**src/rtl/mem_write_monitor_if.sv**
```systemverilog
// Data-memory write bus observed by mem_write_monitor; the CPU side drives it, the monitor listens.
interface mem_write_monitor_if #(
  parameter int unsigned ADDR_W = 32,
  parameter int unsigned DATA_W = 32
);
  logic              MemWrite;
  logic [ADDR_W-1:0] DataAdr;
  logic [DATA_W-1:0] WriteData;

  modport master (output MemWrite, DataAdr, WriteData);
  modport slave  (input  MemWrite, DataAdr, WriteData);
endinterface

```
**src/rtl/mem_write_monitor.sv**
```systemverilog
// Write-bus checker: pass/fail/timeout verdict, counters and circular write history.
// Optional WRMON_TRACE_EN: simulation trace of accepted writes plus a final summary and $stop.
module mem_write_monitor #(
  parameter int unsigned ADDR_W      = 32,
  parameter int unsigned DATA_W      = 32,
  parameter int unsigned TERM_ADDR   = 252,
  parameter int unsigned EXP_DATA    = 22,
  parameter int unsigned MEM_BYTES   = 256,
  parameter int unsigned TIMEOUT_CYC = 10000,
  parameter int unsigned HIST_DEPTH  = 8,
  parameter int unsigned CNT_W       = 16,
  localparam int unsigned PW         = $clog2(HIST_DEPTH)
) (
  input  logic                clk,
  input  logic                reset,
  mem_write_monitor_if.slave  bus,
  input  logic [PW-1:0]       hist_idx,
  output logic [ADDR_W-1:0]   hist_addr,
  output logic [DATA_W-1:0]   hist_data,
  output logic [PW:0]         hist_count,
  output logic                done,
  output logic                pass,
  output logic [2:0]          fail_code,
  output logic [DATA_W-1:0]   score,
  output logic [CNT_W-1:0]    write_count,
  output logic [CNT_W-1:0]    cycle_count
);

  typedef enum logic [1:0] {S_RUN, S_PASS, S_FAIL, S_TIMEOUT} state_t;

  localparam logic [ADDR_W-1:0] TERM_A  = ADDR_W'(TERM_ADDR);
  localparam logic [ADDR_W:0]   MEM_LIM = (ADDR_W+1)'(MEM_BYTES);
  localparam logic [DATA_W-1:0] EXP_D   = DATA_W'(EXP_DATA);
  localparam logic [31:0]       TO_LAST = 32'(TIMEOUT_CYC - 1);
  localparam logic [PW:0]       HC_MAX  = (PW+1)'(HIST_DEPTH);
  localparam logic [PW:0]       HC_ONE  = 1;
  localparam logic [PW-1:0]     PTR_ONE = 1;
  localparam logic [CNT_W-1:0]  CNT_ONE = 1;

  state_t            state;
  logic [PW-1:0]     wr_ptr;
  logic [ADDR_W-1:0] hist_a [HIST_DEPTH];
  logic [DATA_W-1:0] hist_d [HIST_DEPTH];

  logic          wr_en;
  logic          addr_x;
  logic          misaligned;
  logic          out_of_range;
  logic          timeout_hit;
  logic [PW-1:0] rd_ptr;

  // An unknown strobe counts as a write; an unknown address is reported as misaligned.
  always_comb begin
    wr_en        = (bus.MemWrite !== 1'b0);
    addr_x       = ((^bus.DataAdr) === 1'bx);
    misaligned   = addr_x || (bus.DataAdr[1:0] != 2'b00);
    out_of_range = ({1'b0, bus.DataAdr} >= MEM_LIM);
    timeout_hit  = (TIMEOUT_CYC != 0) && (32'(cycle_count) == TO_LAST);
  end

  always_comb begin
    rd_ptr    = wr_ptr - PTR_ONE - hist_idx;
    hist_addr = '0;
    hist_data = '0;
    if ({1'b0, hist_idx} < hist_count) begin
      hist_addr = hist_a[rd_ptr];
      hist_data = hist_d[rd_ptr];
    end
  end

  always_ff @(posedge clk or negedge reset) begin
    if (!reset) begin
      state       <= S_RUN;
      done        <= 1'b0;
      pass        <= 1'b0;
      fail_code   <= '0;
      score       <= '0;
      write_count <= '0;
      cycle_count <= '0;
      wr_ptr      <= '0;
      hist_count  <= '0;
      for (int unsigned i = 0; i < HIST_DEPTH; i++) begin
        hist_a[i] <= '0;
        hist_d[i] <= '0;
      end
    end else if (state == S_RUN) begin
      if (cycle_count != '1) cycle_count <= cycle_count + CNT_ONE;
      if (wr_en) begin
        if (write_count != '1) write_count <= write_count + CNT_ONE;
        hist_a[wr_ptr] <= bus.DataAdr;
        hist_d[wr_ptr] <= bus.WriteData;
        wr_ptr         <= wr_ptr + PTR_ONE;
        if (hist_count != HC_MAX) hist_count <= hist_count + HC_ONE;
        if (misaligned) begin
          state     <= S_FAIL;
          done      <= 1'b1;
          fail_code <= 3'd2;
        end else if (out_of_range) begin
          state     <= S_FAIL;
          done      <= 1'b1;
          fail_code <= 3'd3;
        end else if (bus.DataAdr == TERM_A) begin
          done  <= 1'b1;
          score <= bus.WriteData;
          if (bus.WriteData == EXP_D) begin
            state     <= S_PASS;
            pass      <= 1'b1;
            fail_code <= 3'd0;
          end else begin
            state     <= S_FAIL;
            fail_code <= 3'd1;
          end
        end
      end else if (timeout_hit) begin
        state     <= S_TIMEOUT;
        done      <= 1'b1;
        fail_code <= 3'd4;
      end
    end
  end

`ifdef WRMON_TRACE_EN
  logic traced;

  always @(posedge clk) begin
    if (reset && state == S_RUN && wr_en)
      $display("wrmon: cycle=%0d addr=%h data=%h", cycle_count, bus.DataAdr, bus.WriteData);
  end

  // Summary is printed on the first edge that observes a terminal state.
  always @(posedge clk or negedge reset) begin
    if (!reset) begin
      traced <= 1'b0;
    end else if (!traced && done) begin
      traced <= 1'b1;
      $display("wrmon: done state=%s pass=%0b code=%0d score=%0d writes=%0d cycles=%0d",
               state.name(), pass, fail_code, score, write_count, cycle_count);
      $stop;
    end
  end
`else
  // Trace disabled: purely synthesizable monitor.
`endif

endmodule

```
**src/flat_wrapper.sv**
```systemverilog
// flat-port wrapper written by rule: the top's interface ports become plain ports
module mem_write_monitor_flat 
#(
  parameter int unsigned ADDR_W      = 32,
  parameter int unsigned DATA_W      = 32,
  parameter int unsigned TERM_ADDR   = 252,
  parameter int unsigned EXP_DATA    = 22,
  parameter int unsigned MEM_BYTES   = 256,
  parameter int unsigned TIMEOUT_CYC = 10000,
  parameter int unsigned HIST_DEPTH  = 8,
  parameter int unsigned CNT_W       = 16,
  localparam int unsigned PW         = $clog2(HIST_DEPTH)
)
  (clk, reset, hist_idx, hist_addr, hist_data, hist_count, done, pass, fail_code, score, write_count, cycle_count, bus_MemWrite, bus_DataAdr, bus_WriteData);
  mem_write_monitor_if #(.ADDR_W(ADDR_W), .DATA_W(DATA_W)) bus_i ();
  input  logic clk;
  input  logic reset;
  input  logic [PW-1:0] hist_idx;
  output logic [ADDR_W-1:0] hist_addr;
  output logic [DATA_W-1:0] hist_data;
  output logic [PW:0] hist_count;
  output logic done;
  output logic pass;
  output logic [2:0] fail_code;
  output logic [DATA_W-1:0] score;
  output logic [CNT_W-1:0] write_count;
  output logic [CNT_W-1:0] cycle_count;
  input wire logic [$bits(bus_i.MemWrite)-1:0] bus_MemWrite;
  input wire logic [$bits(bus_i.DataAdr)-1:0] bus_DataAdr;
  input wire logic [$bits(bus_i.WriteData)-1:0] bus_WriteData;
  assign bus_i.MemWrite = bus_MemWrite;
  assign bus_i.DataAdr = bus_DataAdr;
  assign bus_i.WriteData = bus_WriteData;
  mem_write_monitor #(.ADDR_W(ADDR_W), .DATA_W(DATA_W), .TERM_ADDR(TERM_ADDR), .EXP_DATA(EXP_DATA), .MEM_BYTES(MEM_BYTES), .TIMEOUT_CYC(TIMEOUT_CYC), .HIST_DEPTH(HIST_DEPTH), .CNT_W(CNT_W)) u_core (.clk(clk), .reset(reset), .bus(bus_i), .hist_idx(hist_idx), .hist_addr(hist_addr), .hist_data(hist_data), .hist_count(hist_count), .done(done), .pass(pass), .fail_code(fail_code), .score(score), .write_count(write_count), .cycle_count(cycle_count));
endmodule
```
**config.mk**
```make
export PLATFORM = sky130hd
export DESIGN_NAME = mem_write_monitor_flat
export DESIGN_NICKNAME = d
export VERILOG_FILES = /design/src/rtl/mem_write_monitor_if.sv /design/src/rtl/mem_write_monitor.sv /design/src/flat_wrapper.sv
export SDC_FILE = /design/constraint.sdc
export NUM_CORES = 1
export LEC_CHECK = 0
export CAP_MARGIN = 0
export CORE_ASPECT_RATIO = 1.4
export CORE_MARGIN = 2
export CORE_UTILIZATION = 53
export DETAILED_ROUTE_END_ITERATION = 7
export PLACE_DENSITY = 0.78
export SLEW_MARGIN = 30
export SYNTH_ARGS = -nofsm -noshare
export SYNTH_HDL_FRONTEND = slang
export SYNTH_SLANG_ARGS = --single-unit
```
**constraint.sdc**
```tcl
create_clock -name clk -period 3.3 [get_ports clk]
set_clock_uncertainty 0.05 [all_clocks]
set_input_delay 0.66 -clock clk [delete_from_list [all_inputs] [get_ports clk]]
set_output_delay 0.66 -clock clk [all_outputs]
set_load 0.01 [all_outputs]
```
; ---- Word-level counts from Yosys, hierarchy flattened
; Cells that the tools add are included.
[totals]
ramBits = 0
memories = 0
latchBits = 0
mem_bits_ro = 0
register_bits = 590
output_inout_bits = 137
[classes]
n_div = 0
n_mux = 29
bitwise = 4
n_lt_le_gt_ge = 5
mul = 0
reduce_logical = 13
n_eq_ne = 9
addsub = 6
n_shift = 0
[op_table]
columns = op, n
row1 = $bwmux 256, 2
row2 = $mux 32, 7
row3 = $bmux 32 s3, 2
row4 = $demux 32 s3, 1
row5 = $add 16x1->16 const B, 2
row6 = $eq 32x5->1 const B, 1
row7 = $eq 32x8->1 const B, 1
row8 = $ge 32x9->1 const B, 1
row9 = $ne 16x16->1 const B, 2
row10 = $reduce_xor 32->1, 1
row11 = $eq 16x14->1 const B, 1
row12 = $mux 3, 5
row13 = $mux 2, 6
row14 = $reduce_and 3->1, 3
row15 = $ge 4x4->1 const B, 2
row16 = $ne 4x4->1 const B, 2
row17 = $not 3->4, 2
row18 = $mux 1, 6
row19 = $reduce_and 6->1, 1
row20 = $reduce_and 5->1, 1
row21 = $add 4x1->4 const B, 1
row22 = $lt 3x4->1, 1
row23 = $lt 4x1->1 const B, 1
row24 = $reduce_and 2->1, 2
row25 = 10 further kinds, 12

; ---- Logic depth before layout (Yosys ltp)
; Gate-level depths: netlist of run 1.
[depth]
depth_word = 7
depth_mapped = 8
depth_no_buf = 7

; ---- Least setup slack after synthesis of run 1
; OpenSTA, ideal clock, no wires.
[synth_timing]
path_kind = input port to output port
startpoint = input hist_idx[0]
endpoint = output hist_data[11]
stages = 8
path_buffers = 2
arrival_time_ps = 2624
required_ps = 2590
path_slack_ps = -34
cell_sequence = inv_1 ha_1 fa_1 clkbuf_1 clkbuf_1 mux4_2 mux2i_1 a21oi_1
[synth_between]
elab_chain_len = 6
[synth_lines]
columns = element, line
row1 = "start, declared", flat_wrapper.sv:18  ; input logic [PW-1:0] hist_idx;
row2 = $sub 3x3->3, mem_write_monitor.sv:62  ; rd_ptr = wr_ptr - PTR_ONE - hist_idx;
row3 = $not 3->4 (not written as such), mem_write_monitor.sv:67  ; hist_data = hist_d[rd_ptr];
row4 = $bmux 32 s3, mem_write_monitor.sv:67
row5 = $mux 32 (not written as such) (2 in series), mem_write_monitor.sv:67
row6 = $mux 32 (*), mem_write_monitor.sv:65  ; if ({1'b0, hist_idx} < hist_count) begin
row7 = "end, declared", flat_wrapper.sv:20  ; output logic [DATA_W-1:0] hist_data;
; Mark *: on every way between the ends. The rest lies on a longest branch, timed or not. The select of a mux whose other input is x is not followed.

; ---- Final worst setup path of run 1
[layout_timing]
startpoint = register u_core.wr_ptr[0]
endpoint = output hist_addr[27]
[layout_between]
elab_chain_len = 7
[layout_lines]
columns = element, line
row1 = "start, declared", mem_write_monitor.sv:41  ; logic [PW-1:0] wr_ptr;
row2 = "start signal, assigned", mem_write_monitor.sv:92  ; wr_ptr <= wr_ptr + PTR_ONE;
row3 = $sub 3x1->3, mem_write_monitor.sv:62
row4 = $sub 3x3->3, mem_write_monitor.sv:62
row5 = $not 3->4 (not written as such), mem_write_monitor.sv:66  ; hist_addr = hist_a[rd_ptr];
row6 = $bmux 32 s3, mem_write_monitor.sv:66
row7 = $mux 32 (not written as such) (2 in series), mem_write_monitor.sv:66
row8 = $mux 32, mem_write_monitor.sv:65
row9 = "end, declared", flat_wrapper.sv:19  ; output logic [ADDR_W-1:0] hist_addr;
; Every way passes these cells. The select of a mux whose other input is x is not followed.

==> key figures, run 1 <==
Worst hold path
  • Hold WC Path Type: in -> async

Synth
  • Synth area leaders: dfrtp_1 54%, mux2_2 22%, mux4_2 11%, mux2i_1 2.5%, a21oi_1 1.4%
  • Main synth FF type: dfrtp_1
  • Post-synth top area share: 0.541
  • Synth Area in Adders: 0.00469
  • Synth unique cells: between 50 and 60
  • Post-Synthesis Cells: roughly 1600
  • Synth top cells by count: 554 x dfrtp_1, 507 x mux2_2, 128 x mux4_2, 71 x a21oi_1, 65 x mux2i_1
  • Synth Area in XOR/XNOR: 0.0109
  • Synth Cell Area: about 26000 sq um
  • Seq/Total Area, Yosys: 0.541
  • Post-synth ARST share: 1.00
  • Mux cell area share after synthesis: 0.365
  • Syn Area/Cell: approximately 16 sq um
  • Count leader, synth: dfrtp_1
  • Seq cells post-synth: around 550
  • Synth Area in Compound Gates: 0.0188
  • Largest family of logic cells by synthesized area: multiplexers
  • Synth Area in Simple Gates: 0.0210
  • Leading area contributor after synthesis: dfrtp_1
  • Number of enable flip-flop cells after synthesis: 0
  • Yosys warns: 0

Outcome
  • Violated checks: setup timing
  • Outcome: finished with violations

STA
  • Final period utilization: 1.19
  • Final Hold Vio Count: 0
  • Max-slew headroom: 0.532
  • Minimum period implied by the final worst setup slack: just under 4 ns
  • Maximum clock frequency: 255 MHz
  • Final WS setup: -0.623 ns
  • Slew @ Worst Pin: approximately 0.70 ns
  • RSZ-0062 raised after global routing: yes
  • Pins Over Slew Limit: 0
  • Final setup fails: 64

GRT
  • Global-route usage over all layers: 0.245
  • Gr ovfl total: 0
  • Largest net degree at the start of global routing: 80
  • First-pass GRT wire length: ~96000 um
  • Initial antenna violation count: 9
  • Vias in the first global route: 16766

Critical path
  • Reg2Reg Setup Slack: ~0.99 ns
  • Critical setup path kind: reg -> out
  • Crit path launch type: register
  • RR Endpoint: u_core.write_count[1]$_DFFE_PN0P_
  • FF-to-FF Start: u_core.write_count[0]$_DFFE_PN0P_
  • Max FO, Critical Path: 6
  • Crit. End Element: primary output
  • Worst path arrival time: about 3.2 ns
  • Cells on worst reg2reg path: 5
  • Data required, critical path: 2.59 ns

Finish
  • Multi-input gate area: about 11000 sq um
  • Nets: between 1500 and 2000
  • Register area: between 10000 and 15000 sq um
  • Syn-to-layout area delta: 20.3%
  • Filler Cell Count: between 3000 and 4000
  • Share of layout cells above drive strength 1: 0.495
  • Fin cells: about 2600

Floorplan
  • Die width: 190 um
  • IO Pins: 207
  • Die height: approximately 260 um
  • Core Area: ~48000 sq um
  • Die area: around 50000 sq um
  • Starting density of the core: 0.535
  • Core Rows: 95

Power
  • Leak pwr: 14.4 nW
  • Pwr Density: between 900 and 1000 nW/um^2
  • Peak supply drop: 0.628 mV

Placement
  • Placer Congestion: approximately 0.84
  • Dpl ws: -1.24 ns
  • Placed cells: between 2000 and 2500
  • Port buffer count: ~170
  • Detailed placer's ending HPWL: ~38000 um

Clock network
  • H-tree levels: 2
  • Clock tree root driver cell: clkbuf_16
  • Worst-path clk slew: 0.06 ns
  • CTS sink cnt: around 550
  • CTS Hold Bufs: 0
  • CTS tree: built
  • TritonCTS buffer count: 52
  • Skew-Pair Late Insertion Delay: between 0.5 and 0.6 ns
  • Clk buf depth: 3

Drt
  • Final WL: 59500 um
  • Initial detailed-routing violation count: roughly 850
  • Via density: a little under 6
  • Wire per inst: 23.3 um
  • 1st-pass router iterations: 4
  • Routed Antenna Nets: 0
  • # DRC: 0
  • Via count: about 15000

Flow run
  • Max cap viols: 0
==> registers in the layout, summed over array words and instances (netlist names) <==
signal	flops
u_core.hist_d	256
u_core.cycle_count	16
u_core.state	2
u_core.hist_count	4
u_core.write_count	16
u_core.wr_ptr	3
u_core.fail_code	1
u_core.hist_a	256
==> worst max-delay path, stage by stage, from the launching register on <==
cell and delay, ns:
dfrtp_1 0.41, ha_4 0.18, fa_4 0.91, buf_12 0.17, buf_12 0.12, buf_16 0.12, mux4_2 0.29, mux2i_1 0.19
a21oi_2 0.08, buf_2 0.16
==> cell families (layout without fill, tap and decap cells) <==
kind of cell | count (synthesis) | in the layout
adders and majority gates | 9 | 9
and+or+nand+nor | 89 | 89
DFF | 554 | 554
other | 1 | 40
xor gates and xnor gates | 31 | 31
muxes | 709 | 709
buffers and inverters | 148 | 407
AOI/OAI and AO/OA | 90 | 90
==> worst max path at each step <==
stage | start | end | slack (ns) | cells past startpoint
2_1_floorplan | hist_idx[0] | hist_data[11] | -0.03 | 8
3_3_place_gp | hist_idx[0] | hist_addr[13] | -1.24 | 10
3_5_place_dp | hist_idx[0] | hist_addr[13] | -1.24 | 10
4_1_cts | u_core.wr_ptr[0]$_DFFE_PN0P_ | hist_data[2] | -0.72 | 10
5_1_grt | u_core.wr_ptr[0]$_DFFE_PN0P_ | hist_data[5] | -0.69 | 9
6_report | u_core.wr_ptr[0]$_DFFE_PN0P_ | hist_addr[27] | -0.62 | 9
==> layer usage <==
layer,share of wire,track usage,vias to the layer above
li1,-,-,6535
met1,0.40,0.306,8126
met2,0.53,0.433,352
met3,0.038,0.0343,111
met4,0.032,0.0895,6
met5,0.00066,0,-
==> what timing repair did <==
item | CTS | global route
pin swaps | 1 | 1
cloned | 6 | 2
gates resized for setup | 306 | 19
endpoints found under the hold margin | 0 | 0
buffers inserted | 23 | 11
setup endpoints to repair | 64 | 64
==> cells in the final DEF, fill, tap and decap left out, types with 7 or more instances in the layout <==
cell type / count
a21oi_1: 65
nor2_1: 10
clkbuf_16: 56
xnor2_1: 24
clkbuf_8: 14
nand4_1: 9
mux2i_2: 12
nand3_1: 12
clkdlybuf4s50_1: 105
buf_12: 57
mux2_1: 9
nand2_1: 18
ha_1: 7
o21ai_0: 7
buf_4: 57
mux4_2: 128
mux2i_1: 52
dfrtp_1: 554
inv_1: 9
buf_6: 17
conb_1: 34
clkbuf_1: 14
buf_2: 60
mux2_2: 507
==> layout make-up <==
type | instances | area share
Clock inverter | 9 | 0.00508
Sequential cell | 554 | 0.450
Clock buffer | 82 | 0.0518
Tap cell | 630 | 0.0256
Inverter | 10 | 0.00122
Antenna cell | 6 | 0.000487
Timing Repair Buffer | 306 | 0.107
Multi-Input combinational cell | 962 | 0.359
==> metrics by stage <==
step	power [mW]	cell area [sq um]	hold WS [ns]	TNS, ns	utilization
4_1_cts	29.1	30800	0.0337	-37.54	0.643
2_1_floorplan	17.2	25700	0.314	-0.683	-
6_report	28.9	30800	0.00617	-32.85	0.643
3_5_place_dp	22.2	28900	0.424	-72.06	0.602
3_3_place_gp	21.7	28900	0.412	-72.21	0.602
5_1_grt	30.4	30800	0.0451	-38.51	0.643
==> power by group <==
group          switching [mW]  internal, mW
Combinational            5.12          7.21
Clock                    2.51          3.61
Sequential               1.30          9.14
No activity file was read; power rests on OpenSTA's default activity.
==> run 2, diff against run 1 <==
- GPL_TIMING_DRIVEN: not set -> 0
==> run 2 against run 1 <==
Compared with the run above: the run still ends with setup timing left; critical path depth unchanged; power up 0.46%; clock power increased by 0.7%; cell count grew 1.5%; first-iteration DRC count rose by 8.7%; wire length grew 2.0%; critical endpoint is now hist_data[22]; fmax increased by 6.2%; register-to-register slack got worse by 0.33 ns; global-route usage increased by 0.31 points; cell area increased by 0.66%.
==> key figures, run 2 (synthesized netlist as in run 1, its figures left out) <==
Worst hold path
  • Hold Path Origin: u_core.hist_d[38]$_DFFE_PN0P_
  • WHS Endpoint: u_core.hist_d[38]$_DFFE_PN0P_
  • Hold WC Path Type: reg -> reg
  • Hold path depth: 1

Clock network
  • H-tree levels: 2 (unchanged)
  • CTS sink cnt: 554 (unchanged)
  • Clk buf depth: 3 (unchanged)
  • CTS tree: built
  • TritonCTS buffer count: 53 (+1.9%)
  • Skew-Pair Late Insertion Delay: 0.58 ns (about the same)
  • Worst-path clk slew: 0.06 ns (about the same)
  • Clock tree root driver cell: clkbuf_16

GRT
  • First-pass GRT wire length: 95900 um (+0.27%)
  • Gr ovfl total: 0 (unchanged)
  • Global-route usage over all layers: 0.248 (+0.00306)
  • Gr busiest metal: met2
  • Met3 usage: 0.0349 (+0.000664)
  • Initial antenna violation count: 6 (-3)
  • Vias in the first global route: 16542 (-1.3%)
  • GRT met2 Usage: 0.444 (+0.0110)
  • Largest net degree at the start of global routing: 94 (+18%)
  • Met1 Use GR: 0.306 (about the same)

Finish
  • Filler Cell Count: 3351 (-0.060%)
  • Nets: 2001 (+1.8%)
  • Top Registers: u_core.hist_a x256, u_core.hist_d x256
  • Commonest non-fill, non-tap cell in the layout: dfrtp_1
  • Syn-to-layout area delta: 21.1%
  • Commonest non-fill, non-tap cells in the layout: 554 x dfrtp_1, 507 x mux2_2, 128 x mux4_2
  • Share of layout cells above drive strength 1: 0.502 (+0.00672)

Power
  • Peak supply drop: 0.578 mV (-8.0%)
  • Total power: 29.0 mW (+0.46%)
  • Pwr Density: 936 nW/um^2 (-0.20%)
  • Leak pwr: 14.5 nW (+0.57%)

Floorplan
  • Die height: 264 um (unchanged)
  • Core Rows: 95 (unchanged)
  • Die area: 50100 sq um (unchanged)
  • IO Pins: 207 (unchanged)
  • Die width: 190 um (unchanged)
  • Starting density of the core: 0.535 (unchanged)
  • Core Area: 47900 sq um (unchanged)

Critical path
  • Crit path launch type: register
  • Crit-path cells: ha_2 > fa_2 > buf_12 > clkbuf_16 > clkbuf_16 > mux4_2 > mux2i_2 > a21oi_2 > buf_2
  • Largest stage delay, worst path: 0.56 ns (-0.35 ns)
  • RR Endpoint: u_core.hist_d[138]$_DFFE_PN0P_
  • Bufs and invs on worst path: 4 (unchanged)
  • Crit. End Element: primary output
  • Crit path max-delay family: adder cells
  • Reg2Reg Setup Slack: 0.66 ns (-0.33 ns)
  • Worst path arrival time: 2.98 ns (-0.23 ns)
  • FF-to-FF Start: u_core.state[1]$_DFFE_PN0P_
  • Critical setup path kind: reg -> out
  • Slowest CP cell: fa_2
  • Data required, critical path: 2.59 ns (about the same)
  • CP most frequent cell: clkbuf_16
  • Max FO, Critical Path: 7 (+1)
  • Cells on worst reg2reg path: 4 (-1)

STA
  • Final period utilization: 1.12 (-0.0698)
  • Max-slew headroom: 0.466 (-0.0667)
  • Final WS setup: -0.393 ns (+0.230 ns)
  • Slew @ Worst Pin: 0.799 ns (+0.104 ns)
  • Final setup fails: 64 (unchanged)
  • Minimum period implied by the final worst setup slack: 3.69 ns (-0.230 ns)
  • Pins Over Slew Limit: 0 (unchanged)
  • Final Hold Vio Count: 0 (unchanged)
  • RSZ-0062 raised after global routing: yes
  • Maximum clock frequency: 271 MHz (+6.2%)
  • Setup TNS: -20.29 ns (+12.56 ns)

Flow run
  • Max cap viols: 0 (unchanged)

Drt
  • 1st-pass router iterations: 5 (+1)
  • Initial detailed-routing violation count: 922 (+8.7%)
  • Via count: 15102 (-0.19%)
  • # DRC: 0 (unchanged)
  • Wire per inst: 23.4 um (+0.51%)
  • Routed Antenna Nets: 0 (unchanged)
  • Final WL: 60700 um (+2.0%)
  • Via density: 5.82 (-1.6%)

Placement
  • Port buffer count: 172 (unchanged)
  • Dpl ws: -1.91 ns (-0.664 ns)
  • Detailed placer's ending HPWL: 38600 um (+2.1%)
  • Placer Congestion: 0.849 (+0.68%)

Outcome
  • Outcome: finished with violations
  • Violated checks: setup timing
-- run 2: cell count changes in the layout (fill, tap and decap cells not counted), moves of 6 or more --
cell	previous run	this run
a21oi_1	65	55
a21oi_2	6	16
buf_12	57	14
buf_2	60	86
buf_4	57	47
buf_6	17	24
clkbuf_1	14	28
clkbuf_16	56	80
clkinv_2	4	10
mux2i_1	52	46
-- run 2: worst max path at each step --
stage / startpoint / to / slack [ns] / cells past startpoint
after floorplan: hist_idx[0] / hist_data[11] / -0.03 / 8
after global placement: reset / u_core.hist_a[121]$_DFFE_PN0P_ / -21.51 / 1
after detailed placement: hist_idx[0] / hist_data[18] / -1.91 / 10
after CTS: u_core.wr_ptr[0]$_DFFE_PN0P_ / hist_addr[15] / -0.44 / 9
after global routing: u_core.wr_ptr[0]$_DFFE_PN0P_ / hist_data[22] / -0.49 / 9
final: u_core.wr_ptr[0]$_DFFE_PN0P_ / hist_data[22] / -0.39 / 9
-- run 2: metal layers --
layer  share of wire  up-vias
li1                -     6605
met1            0.39     8022
met2            0.54      355
met3           0.040      116
met4           0.030        4
met5         0.00038        -
-- run 2: repair_timing --
item	CTS	global route
hold buffers	1	0
setup endpoints to repair	64	64
resized for setup	402	25
hold endpoints to repair	59	0
cloned	15	1
buffers inserted	7	1
pin swaps	3	1
-- run 2: cell type report --
class,instances,area [sq um],share of cell area
Buffer,138,1380,0.0445
Timing Repair Buffer,203,2060,0.0665
Multi-Input combinational cell,962,11100,0.358
Tap cell,630,788,0.0254
Antenna cell,4,10.0,0.000323
Clock inverter,14,149,0.00480
Sequential cell,554,13900,0.447
Inverter,10,37.5,0.00121
Clock buffer,82,1620,0.0522
-- run 2: where the power goes --
| part | internal (mW) | switching [mW] |
|---|---|---|
| registers | 9.14 | 1.27 |
| logic | 7.08 | 5.39 |
| clock network | 3.59 | 2.57 |
| total | 19.8 | 9.22 |
-- run 2: through the flow --
step | utilization | std cells | hold slack, ns | cell area (sq um)
floorplan | - | 1664 | 0.314 | 25700
global placement | 0.590 | 2466 | 0.412 | 28300
detailed placement | 0.593 | 2472 | 0.421 | 28400
CTS | 0.645 | 2591 | 0.436 | 30900
global route | 0.648 | 2597 | 0.441 | 31000
finish | 0.648 | 2597 | 0.430 | 31000
==> run 3, diff against run 2 <==
- CORE_MARGIN: 2 -> not set
- CORE_UTILIZATION: 53 -> 48
- PLACE_DENSITY: 0.78 -> 0.71
==> run 3 against run 2 <==
Compared with the run above: the run still ends with setup timing left; wire length down 1.2%; combinational power about the same; global-route usage shrank 2.1 points.
==> key figures, run 3 (synthesized netlist as in run 1, its figures left out) <==
Outcome
  • Outcome: finished with violations
  • Violated checks: setup timing

GRT
  • Vias in the first global route: 16256 (-1.7%)
  • Initial antenna violation count: 3 (-3)
  • Gr ovfl total: 0 (unchanged)
  • Global-route usage over all layers: 0.227 (-0.0207)
  • Largest net degree at the start of global routing: 95 (+1.1%)
  • First-pass GRT wire length: 94600 um (-1.4%)

Finish
  • Fin cells: 2671 (+2.8%)
  • Register area: 13900 sq um (unchanged)
  • Commonest non-fill, non-tap cell in the layout: dfrtp_1
  • Nets: 1997 (-0.20%)
  • Commonest non-fill, non-tap cells in the layout: 554 x dfrtp_1, 507 x mux2_2, 128 x mux4_2
  • Syn-to-layout area delta: 21.0% (about the same)
  • Multi-input gate area: 11200 sq um (+0.47%)
  • Filler Cell Count: 4059 (+21%)
  • Share of layout cells above drive strength 1: 0.502 (+0.000512)
  • Top Registers: u_core.hist_a x256, u_core.hist_d x256

Critical path
  • Crit path launch type: register
  • Data required, critical path: 2.59 ns (about the same)
  • Cells on worst reg2reg path: 4 (unchanged)
  • Crit. End Element: primary output
  • Worst path arrival time: 2.99 ns (about the same)
  • Critical setup path kind: reg -> out
  • Max FO, Critical Path: 6 (-1)

Drt
  • Via density: 5.60 (-3.6%)
  • Initial detailed-routing violation count: 701 (-24%)
  • 1st-pass router iterations: 5 (unchanged)
  • Final WL: 60000 um (-1.2%)
  • # DRC: 0 (unchanged)
  • Routed Antenna Nets: 0 (unchanged)
  • Via count: 14966 (-0.90%)
  • Wire per inst: 22.5 um (-3.9%)

Clock network
  • CTS tree: built
  • Skew-Pair Late Insertion Delay: 0.57 ns (about the same)
  • Clock tree root driver cell: clkbuf_16
  • Worst-path clk slew: 0.06 ns (about the same)
  • CTS sink cnt: 554 (unchanged)
  • TritonCTS buffer count: 54 (+1.9%)
  • H-tree levels: 2 (unchanged)
  • Clk buf depth: 3 (unchanged)

Floorplan
  • Die width: 197 um (+3.9%)
  • Die height: 275 um (+4.2%)
  • Die area: 54300 sq um (+8.3%)
  • Starting density of the core: 0.489 (-0.0459)
  • Core Area: 52400 sq um (+9.4%)
  • Core Rows: 99 (+4.2%)
  • IO Pins: 207 (unchanged)

STA
  • Maximum clock frequency: 270 MHz (-0.21%)
  • Minimum period implied by the final worst setup slack: 3.70 ns (+0.00767 ns)
  • Final period utilization: 1.12 (+0.00232)
  • RSZ-0062 raised after global routing: yes
  • Final setup fails: 64 (unchanged)
  • Slew @ Worst Pin: 0.788 ns (-0.0112 ns)
  • Final WS setup: -0.401 ns (-0.00767 ns)
  • Final Hold Vio Count: 0 (unchanged)
  • Pins Over Slew Limit: 0 (unchanged)
  • Max-slew headroom: 0.475 (+0.00897)

Placement
  • Detailed placer's ending HPWL: 38900 um (+0.80%)
  • Placer Congestion: 0.828 (-2.4%)
  • Placed cells: 2549 (+3.1%)
  • Port buffer count: 172 (unchanged)
  • Dpl ws: -1.96 ns (-0.0562 ns)

Worst hold path
  • Hold path depth: 1 (unchanged)
  • Hold WC Path Type: reg -> reg

Power
  • Leak pwr: 14.4 nW (-0.57%)
  • Peak supply drop: 0.596 mV (+3.1%)
  • Pwr Density: 925 nW/um^2 (-1.2%)

Flow run
  • Max cap viols: 0 (unchanged)
run 3: cell types whose count changed in the layout (fill, tap and decap cells not counted), moves of 4 or more:
cell	previous run	this run
buf_12	14	10
clkbuf_16	80	75
clkbuf_8	14	18
clkinv_2	10	6
mux2i_4	6	12
run 3: timing repair:
item | 4_1_cts | 5_1_grt
setup buffers | 8 | 0
gates resized for setup | 397 | 26
hold buffers | 1 | 0
endpoints found under the setup margin | 64 | 64
pin swaps | 3 | 1
hold endpoints to repair | 15 | 0
cloned | 10 | 1
run 3: worst max-delay path: stages (launching register included):
cell	delay [ns]
dfrtp_1	0.38
ha_2	0.18
fa_2	0.62
buf_12	0.13
clkbuf_16	0.18
clkbuf_16	0.16
mux4_2	0.32
mux2i_4	0.21
a21oi_1	0.06
buf_2	0.17
run 3: routing by layer:
metal  wire (um)  share of wire  up-vias  global-route usage
li1            -              -     6591                   -
met1       24800           0.41     8012               0.289
met2       31600           0.53      276               0.406
met3        2050          0.034       87              0.0282
met4        1480          0.025        0              0.0661
met5           0              0        -                   0
run 3: stage by stage:
stage / util / TNS, ns / power [mW] / hold slack [ns] / instance area, sq um
after floorplan: - / -0.683 / 17.2 / 0.314 / 25700
final: 0.592 / -20.40 / 28.7 / 0.441 / 31000
after CTS: 0.590 / -23.99 / 28.7 / 0.438 / 30900
after global placement: 0.541 / - / 20.6 / 0.412 / 28400
after global routing: 0.592 / -25.93 / 30.1 / 0.461 / 31000
after detailed placement: 0.544 / -117.09 / 21.0 / 0.424 / 28500
run 3: worst paths after layout:
check	from	end	slack [ns]
max in group asynchronous	reset	u_core.hist_a[19]$_DFFE_PN0P_	0.58
worst min-delay path	u_core.hist_a[56]$_DFFE_PN0P_	u_core.hist_a[56]$_DFFE_PN0P_	0.44
worst max-delay path	u_core.wr_ptr[0]$_DFFE_PN0P_	hist_data[1]	-0.40
worst max register to register	u_core.state[1]$_DFFE_PN0P_	u_core.hist_a[202]$_DFFE_PN0P_	0.71
worst min register to register	u_core.hist_a[56]$_DFFE_PN0P_	u_core.hist_a[56]$_DFFE_PN0P_	0.44
min in group asynchronous	reset	u_core.hist_d[252]$_DFFE_PN0P_	0.58
run 3: cell type report:
type                       count  share of cell area
multi-input combinational    962               0.360
timing repair buffer         198              0.0618
buffer                       138              0.0435
sequential                   554               0.447
antenna                        3            0.000242
tap                          707              0.0285
clock buffer                  86              0.0529
clock inverter                13             0.00448
inverter                      10             0.00121
run 3: report_power, final:
group | internal, mW | total [mW] | switching (mW)
registers | 9.14 | 10.4 | 1.22
clock network | 3.56 | 6.15 | 2.59
logic | 6.84 | 12.2 | 5.31
